File: config.mk
export PLATFORM = sky130hd
export DESIGN_NAME = booth_mult_scheduler
export DESIGN_NICKNAME = d
export VERILOG_FILES = /design/src/rtl/booth_mult_scheduler.sv
export SDC_FILE = /design/constraint.sdc
export NUM_CORES = 1
export LEC_CHECK = 0
export CORE_MARGIN = 1
export CORE_UTILIZATION = 37
export CTS_CLUSTER_SIZE = 14
export DETAILED_ROUTE_END_ITERATION = 8
export GPL_TIMING_DRIVEN = 0
export PLACE_DENSITY_LB_ADDON = 0.12
export SLEW_MARGIN = 20
export SYNTH_ARGS = -nofsm -noshare
export SYNTH_HDL_FRONTEND = slang
export SYNTH_SLANG_ARGS = --single-unit
export TNS_END_PERCENT = 20
File: constraint.sdc
create_clock -name clk -period 2.64 [get_ports clk]
set_input_delay 0.396 -clock clk [delete_from_list [all_inputs] [get_ports clk]]
set_output_delay 0.396 -clock clk [all_outputs]
set_load 0.02 [all_outputs]
File: src/rtl/booth_mult_scheduler.sv
// Job front-end for the sequential Booth multiplier core.
// Buffers operand pairs in a small FIFO. Issues one job at a time to the core.
// Guards each job with a timeout watchdog. Returns tagged products downstream.
module booth_mult_scheduler #(
  parameter int N       = 32,
  parameter int DEPTH   = 4,
  parameter int TAG_W   = 4,
  parameter int TIMEOUT = 3*N+8
) (
  input  logic                       clk,
  input  logic                       rst_n,
  input  logic                       in_valid,
  output logic                       in_ready,
  input  logic [N-1:0]               in_a,
  input  logic [N-1:0]               in_b,
  input  logic [TAG_W-1:0]           in_tag,
  output logic                       out_valid,
  input  logic                       out_ready,
  output logic [2*N-1:0]             out_c,
  output logic [TAG_W-1:0]           out_tag,
  output logic                       out_err,
  output logic                       mul_load,
  output logic [N-1:0]               mul_a,
  output logic [N-1:0]               mul_b,
  input  logic                       mul_done,
  input  logic [2*N-1:0]             mul_c,
  output logic [$clog2(DEPTH):0]     fifo_count,
  output logic [7:0]                 err_count
);

  localparam int AW = $clog2(DEPTH);
  localparam int CW = AW + 1;
  localparam int TW = $clog2(TIMEOUT) + 1;

  typedef enum logic [1:0] {
    S_IDLE,
    S_LOAD,
    S_WAIT,
    S_OUT
  } state_t;

  state_t               r_state;

  logic [N-1:0]         r_mem_a   [DEPTH];
  logic [N-1:0]         r_mem_b   [DEPTH];
  logic [TAG_W-1:0]     r_mem_tag [DEPTH];
  logic [AW-1:0]        r_wptr;
  logic [AW-1:0]        r_rptr;
  logic [CW-1:0]        r_count;

  logic [TW-1:0]        r_timer;
  logic [TAG_W-1:0]     r_job_tag;
  logic                 r_out_valid;
  logic [2*N-1:0]       r_out_c;
  logic [TAG_W-1:0]     r_out_tag;
  logic                 r_out_err;
  logic                 r_mul_load;
  logic [N-1:0]         r_mul_a;
  logic [N-1:0]         r_mul_b;
  logic [7:0]           r_err_count;

  logic                 w_push;
  logic                 w_pop;
  logic                 w_not_empty;

  // Full is judged on the registered count alone, so a same-cycle pop does not open a slot.
  assign in_ready    = (r_count != CW'(DEPTH));
  assign w_not_empty = (r_count != '0);
  assign w_push      = in_valid && in_ready;
  assign w_pop       = (r_state == S_IDLE) && w_not_empty;

  assign out_valid  = r_out_valid;
  assign out_c      = r_out_c;
  assign out_tag    = r_out_tag;
  assign out_err    = r_out_err;
  assign mul_load   = r_mul_load;
  assign mul_a      = r_mul_a;
  assign mul_b      = r_mul_b;
  assign fifo_count = r_count;
  assign err_count  = r_err_count;

  // FIFO storage write; contents need no reset because pointers define validity.
  always_ff @(posedge clk) begin
    if (w_push) begin
      r_mem_a[r_wptr]   <= in_a;
      r_mem_b[r_wptr]   <= in_b;
      r_mem_tag[r_wptr] <= in_tag;
    end
  end

  // FIFO pointers and occupancy; pointers wrap naturally at the power-of-two depth.
  always_ff @(posedge clk or negedge rst_n) begin
    if (!rst_n) begin
      r_wptr  <= '0;
      r_rptr  <= '0;
      r_count <= '0;
    end else begin
      if (w_push) r_wptr <= r_wptr + 1'b1;
      if (w_pop)  r_rptr <= r_rptr + 1'b1;
      case ({w_push, w_pop})
        2'b10:   r_count <= r_count + 1'b1;
        2'b01:   r_count <= r_count - 1'b1;
        default: r_count <= r_count;
      endcase
    end
  end

  // Job sequencer: issue, watchdog, result capture and downstream handshake.
  always_ff @(posedge clk or negedge rst_n) begin
    if (!rst_n) begin
      r_state     <= S_IDLE;
      r_timer     <= '0;
      r_job_tag   <= '0;
      r_out_valid <= 1'b0;
      r_out_c     <= '0;
      r_out_tag   <= '0;
      r_out_err   <= 1'b0;
      r_mul_load  <= 1'b0;
      r_mul_a     <= '0;
      r_mul_b     <= '0;
      r_err_count <= '0;
    end else begin
      case (r_state)
        S_IDLE: begin
          if (w_not_empty) begin
            r_mul_a    <= r_mem_a[r_rptr];
            r_mul_b    <= r_mem_b[r_rptr];
            r_job_tag  <= r_mem_tag[r_rptr];
            r_mul_load <= 1'b1;
            r_state    <= S_LOAD;
          end
        end
        S_LOAD: begin
          r_mul_load <= 1'b0;
          r_timer    <= '0;
          r_state    <= S_WAIT;
        end
        S_WAIT: begin
          if (mul_done) begin
            r_out_c     <= mul_c;
            r_out_err   <= 1'b0;
            r_out_tag   <= r_job_tag;
            r_out_valid <= 1'b1;
            r_state     <= S_OUT;
          end else if (r_timer == TW'(TIMEOUT - 1)) begin
            r_out_c     <= '0;
            r_out_err   <= 1'b1;
            r_out_tag   <= r_job_tag;
            r_out_valid <= 1'b1;
            if (r_err_count != 8'hFF) r_err_count <= r_err_count + 8'd1;
            r_state     <= S_OUT;
          end else begin
            r_timer <= r_timer + 1'b1;
          end
        end
        S_OUT: begin
          if (out_ready) begin
            r_out_valid <= 1'b0;
            r_state     <= S_IDLE;
          end
        end
        default: r_state <= S_IDLE;
      endcase
    end
  end

endmodule

==> qor.csv, run 1 <==
metric,value,unit
Peak VDD IR,604,uV
Tmin final,2.46,ns
Hold Worst Slack,0.228,ns
gr ovfl total,0,
RSZ-0062 raised after global routing,false,
Worst Setup Start Kind,register,
Max-slew headroom,50.6,%
xor/xnor cell area share of the yosys netlist,0.702,%
Synth Area in Adders,1.05,%
port buffer count,283,
largest net degree at the start of global routing,84,
switching share of power,32.3,%
Num CTS Buffers,48,
met3 Usage GRT,5.07,%
clock insertion delay at the later pin of the skew report,0.58,ns
Synth Flop Type,edfxtp_1,
GR met1 Demand/Resource,21.9,%
Final Core Density,50.2,%
"non-filler cells, final",1908,
Max Buffers Root-to-Sink,3,
CTS Root Cell,clkbuf_16,
Starting Density,37.6,%
DR iter-0 viols,493,
Hold Crit Class,in -> async,
Worst-path clk slew,0.06,ns
post-CTS setup buffers,0,
antenna violations before repair,5,
Int Power,17.7,mW
CP required,3.10,ns
area grow syn2layout,33.5,%
largest area contributor in the netlist,edfxtp_1,
status,finished clean,
remaining antenna violation count,0,
Tot Pwr,26.2,mW
NetSw,8.45,mW
crit-path max FO,17,
synthesized area per cell,17.2,um^2
Final setup viols,0,
mux contribution to synthesized area,10.3,%
Post-synth EDFFs,272,
Fillers,3738,
Simple-Gate Fraction of Synth Area,6.68,%
CTS Sinks,436,
# H-tree levels,2,
design area,21700,um^2
busiest grt layer,met2,
register area share after synthesis,75.6,%
CTS tree,done,
Compound-Gate Fraction of Synth Area,4.13,%
DR vias,9129,
"top cells by count, synth","272 x edfxtp_1, 214 x nand2_1, 164 x dfrtp_1",
PwrDens,1210,nW/um^2
Ports,284,
Layout Skew,0.0197,ns
post-DP HPWL,25200,um
num rows,76,
Crit path arrival time,2.92,ns
critical path endpoint category,register,
met2 GRT Util,29.0,%
# Max-Cap Violations,0,
Synth Net Count,1092,
ys async rst share,37.6,%
routability cong.,0.745,
clock share of power,26.4,%
measured slew at the worst slew-check pin,0.741,ns
Combinational Power Share,34.8,%
first-pass GRT wire length,58600,um
CP Class,reg -> reg,
"top cells by area, synth","edfxtp_1 50%, dfrtp_1 25%, mux4_2 9.4%",
core area,43200,um^2
Routed WL,38500,um
Fin. Hold Viols,0,
DR WL/cell,20.2,um
drt first pass iters,4,
Tot GR Track Use,17.6,%
Syn. warnings,0,
reg2reg path depth,8,
Sequential Power Share,38.9,%
vias in the first global route,9725,
"Distinct cells, synth",45,
crit share post-route,93.2,%
layout cells sized above 1,14.0,%
Post-Synthesis Cell Area,16200,um^2
share of the synthesized area in the top cell type,50.3,%
die height,211,um
die area,44700,um^2
Post-Syn Instances,942,
placed cell count,1817,
largest family of logic cells by synthesized area,multiplexers,
Area after DPL,20000,um^2
post-synthesis register bit count,436,
most frequent cell after synthesis,edfxtp_1,
max-slew violations,0,
LEAKAGE,8.35,nW
DRC,0,
Fmax,406,MHz
fin nets,1431,
Via density,4.78,
Die W,211,um
[state kept, by name, indices dropped and copies added, names as in the netlist]
| register | flops |
|---|---|
| r_state | 2 |
| r_timer | 8 |
| mul_b | 32 |
| r_wptr | 2 |
| fifo_count | 3 |
| mul_a | 32 |
| out_valid | 1 |
| r_mem_b | 128 |
| err_count | 8 |
| out_tag | 4 |
| r_rptr | 2 |
| r_mem_tag | 16 |
| r_job_tag | 4 |
| out_c | 64 |
| r_mem_a | 128 |
| mul_load | 1 |
| out_err | 1 |
[power by group through the flow]
stage	combinational, mW	clock (mW)	sequential, mW
finish	9.10	6.90	10.2
global route	9.94	7.37	10.4
CTS	9.36	7.11	10.2
detailed placement	9.30	0	10.3
global placement	9.12	0	10.4
floorplan	4.08	0	11.4
[cell type report]
class                           instances  area [um^2]  area share [%]
Antenna cell                            2         5.00          0.0231
Buffer                                 45          203           0.936
Clock buffer                           71         1410            6.51
Clock inverter                         19          240            1.11
Inverter                               10         37.5           0.173
Multi-Input combinational cell        449         3740            17.3
Sequential cell                       436        12300            56.6
Tap cell                              585          732            3.38
Timing Repair Buffer                  291         3030            14.0
[critical path, stage by stage, from the launching register on]
cell and delay, ns:
dfrtp_1 0.46, nor3_2 0.30, nand2b_4 0.30, inv_2 0.22, ha_1 0.29, fa_1 0.38
xnor2_1 0.17, nor2_1 0.07, xor2_1 0.13
[layout by cell type (no fill, tap or decap), types with 2 or more instances in the layout]
cell type        instances
clkbuf_1                40
buf_1                    4
buf_6                    2
o21ai_0                  2
clkinv_2                 9
nor2b_1                  2
clkbuf_16               51
ha_1                    12
edfxtp_1               272
buf_12                   2
a22o_1                  65
a21oi_1                  5
mux2_4                   4
and2_1                   3
inv_1                    9
buf_2                   12
inv_6                    3
nand3_1                  9
nand4_1                  2
diode_2                  2
nand2_1                214
mux2i_1                  2
xnor2_1                  5
nor4_1                   2
a31oi_1                  2
nor3_1                   5
bufinv_16                5
nor2_1                   7
clkbuf_8                 6
nand2b_1                 5
mux4_2                  68
o211ai_1                 2
buf_16                   5
xor2_1                   8
and3_4                   4
dfrtp_1                164
mux2_2                   3
mux2_1                   2
clkdlybuf4s50_1        282
[kinds of logic (layout without fill, tap and decap cells)]
logic type | count (synthesis) | after routing
DFF | 436 | 436
muxes | 79 | 79
other | 0 | 2
and+or+nand+nor | 263 | 263
buffers and inverters | 57 | 436
AOI/OAI and AO/OA | 81 | 81
xor gates and xnor gates | 13 | 13
adders and majority gates | 13 | 13
[worst paths after layout]
check	startpoint	endpoint	slack, ns
max	fifo_count[0]	fifo_count[2]	0.18
min	rst_n	out_c[35]	0.23
max reg2reg	fifo_count[0]	fifo_count[2]	0.18
min reg2reg	mul_a[16]	mul_a[16]	0.47
max in group asynchronous	rst_n	mul_a[11]	1.38
min in group clk	mul_c[44]	out_c[44]	0.44
[timing repair]
item | 4_1_cts | 5_1_grt
endpoints found under the setup margin | 70 | 0
resized for setup | 3 | 0
hold endpoints to repair | 96 | 0
hold buffers | 1 | 0
[routing by layer]
layer / vias to the layer above / share of wire [%]
met5: - / 0.12
met4: 6 / 3.0
met1: 4555 / 42
li1: 4214 / -
met2: 284 / 48
met3: 70 / 7.5
[stage by stage]
stage	TNS [ns]	setup WS (ns)
4_1_cts	0	0.0750
5_1_grt	0	0.0135
2_1_floorplan	-61.58	-0.302
3_5_place_dp	-4.75	-0.932
3_3_place_gp	-1506.44	-6.61
6_report	0	0.180
Power figures use the tool's default switching activity.
==> run 2: changes to the inputs <==
--- a/config.mk
+++ b/config.mk
@@ -5,6 +5,7 @@
 export SDC_FILE = /design/constraint.sdc
 export NUM_CORES = 1
 export LEC_CHECK = 0
+export CAP_MARGIN = 20
 export CORE_MARGIN = 1
 export CORE_UTILIZATION = 37
 export CTS_CLUSTER_SIZE = 14
==> results of run 2 <==
Same layout as run 1: the final DEF is identical, and so are final timing and power.
==> run 3: changes to the inputs <==
--- a/config.mk
+++ b/config.mk
@@ -11,6 +11,7 @@
 export CTS_CLUSTER_SIZE = 14
 export DETAILED_ROUTE_END_ITERATION = 8
 export GPL_TIMING_DRIVEN = 0
+export HOLD_SLACK_MARGIN = 0.12
 export PLACE_DENSITY_LB_ADDON = 0.12
 export SLEW_MARGIN = 20
 export SYNTH_ARGS = -nofsm -noshare
==> results of run 3 <==
Same layout as run 1: the final DEF is identical, and so are final timing and power.
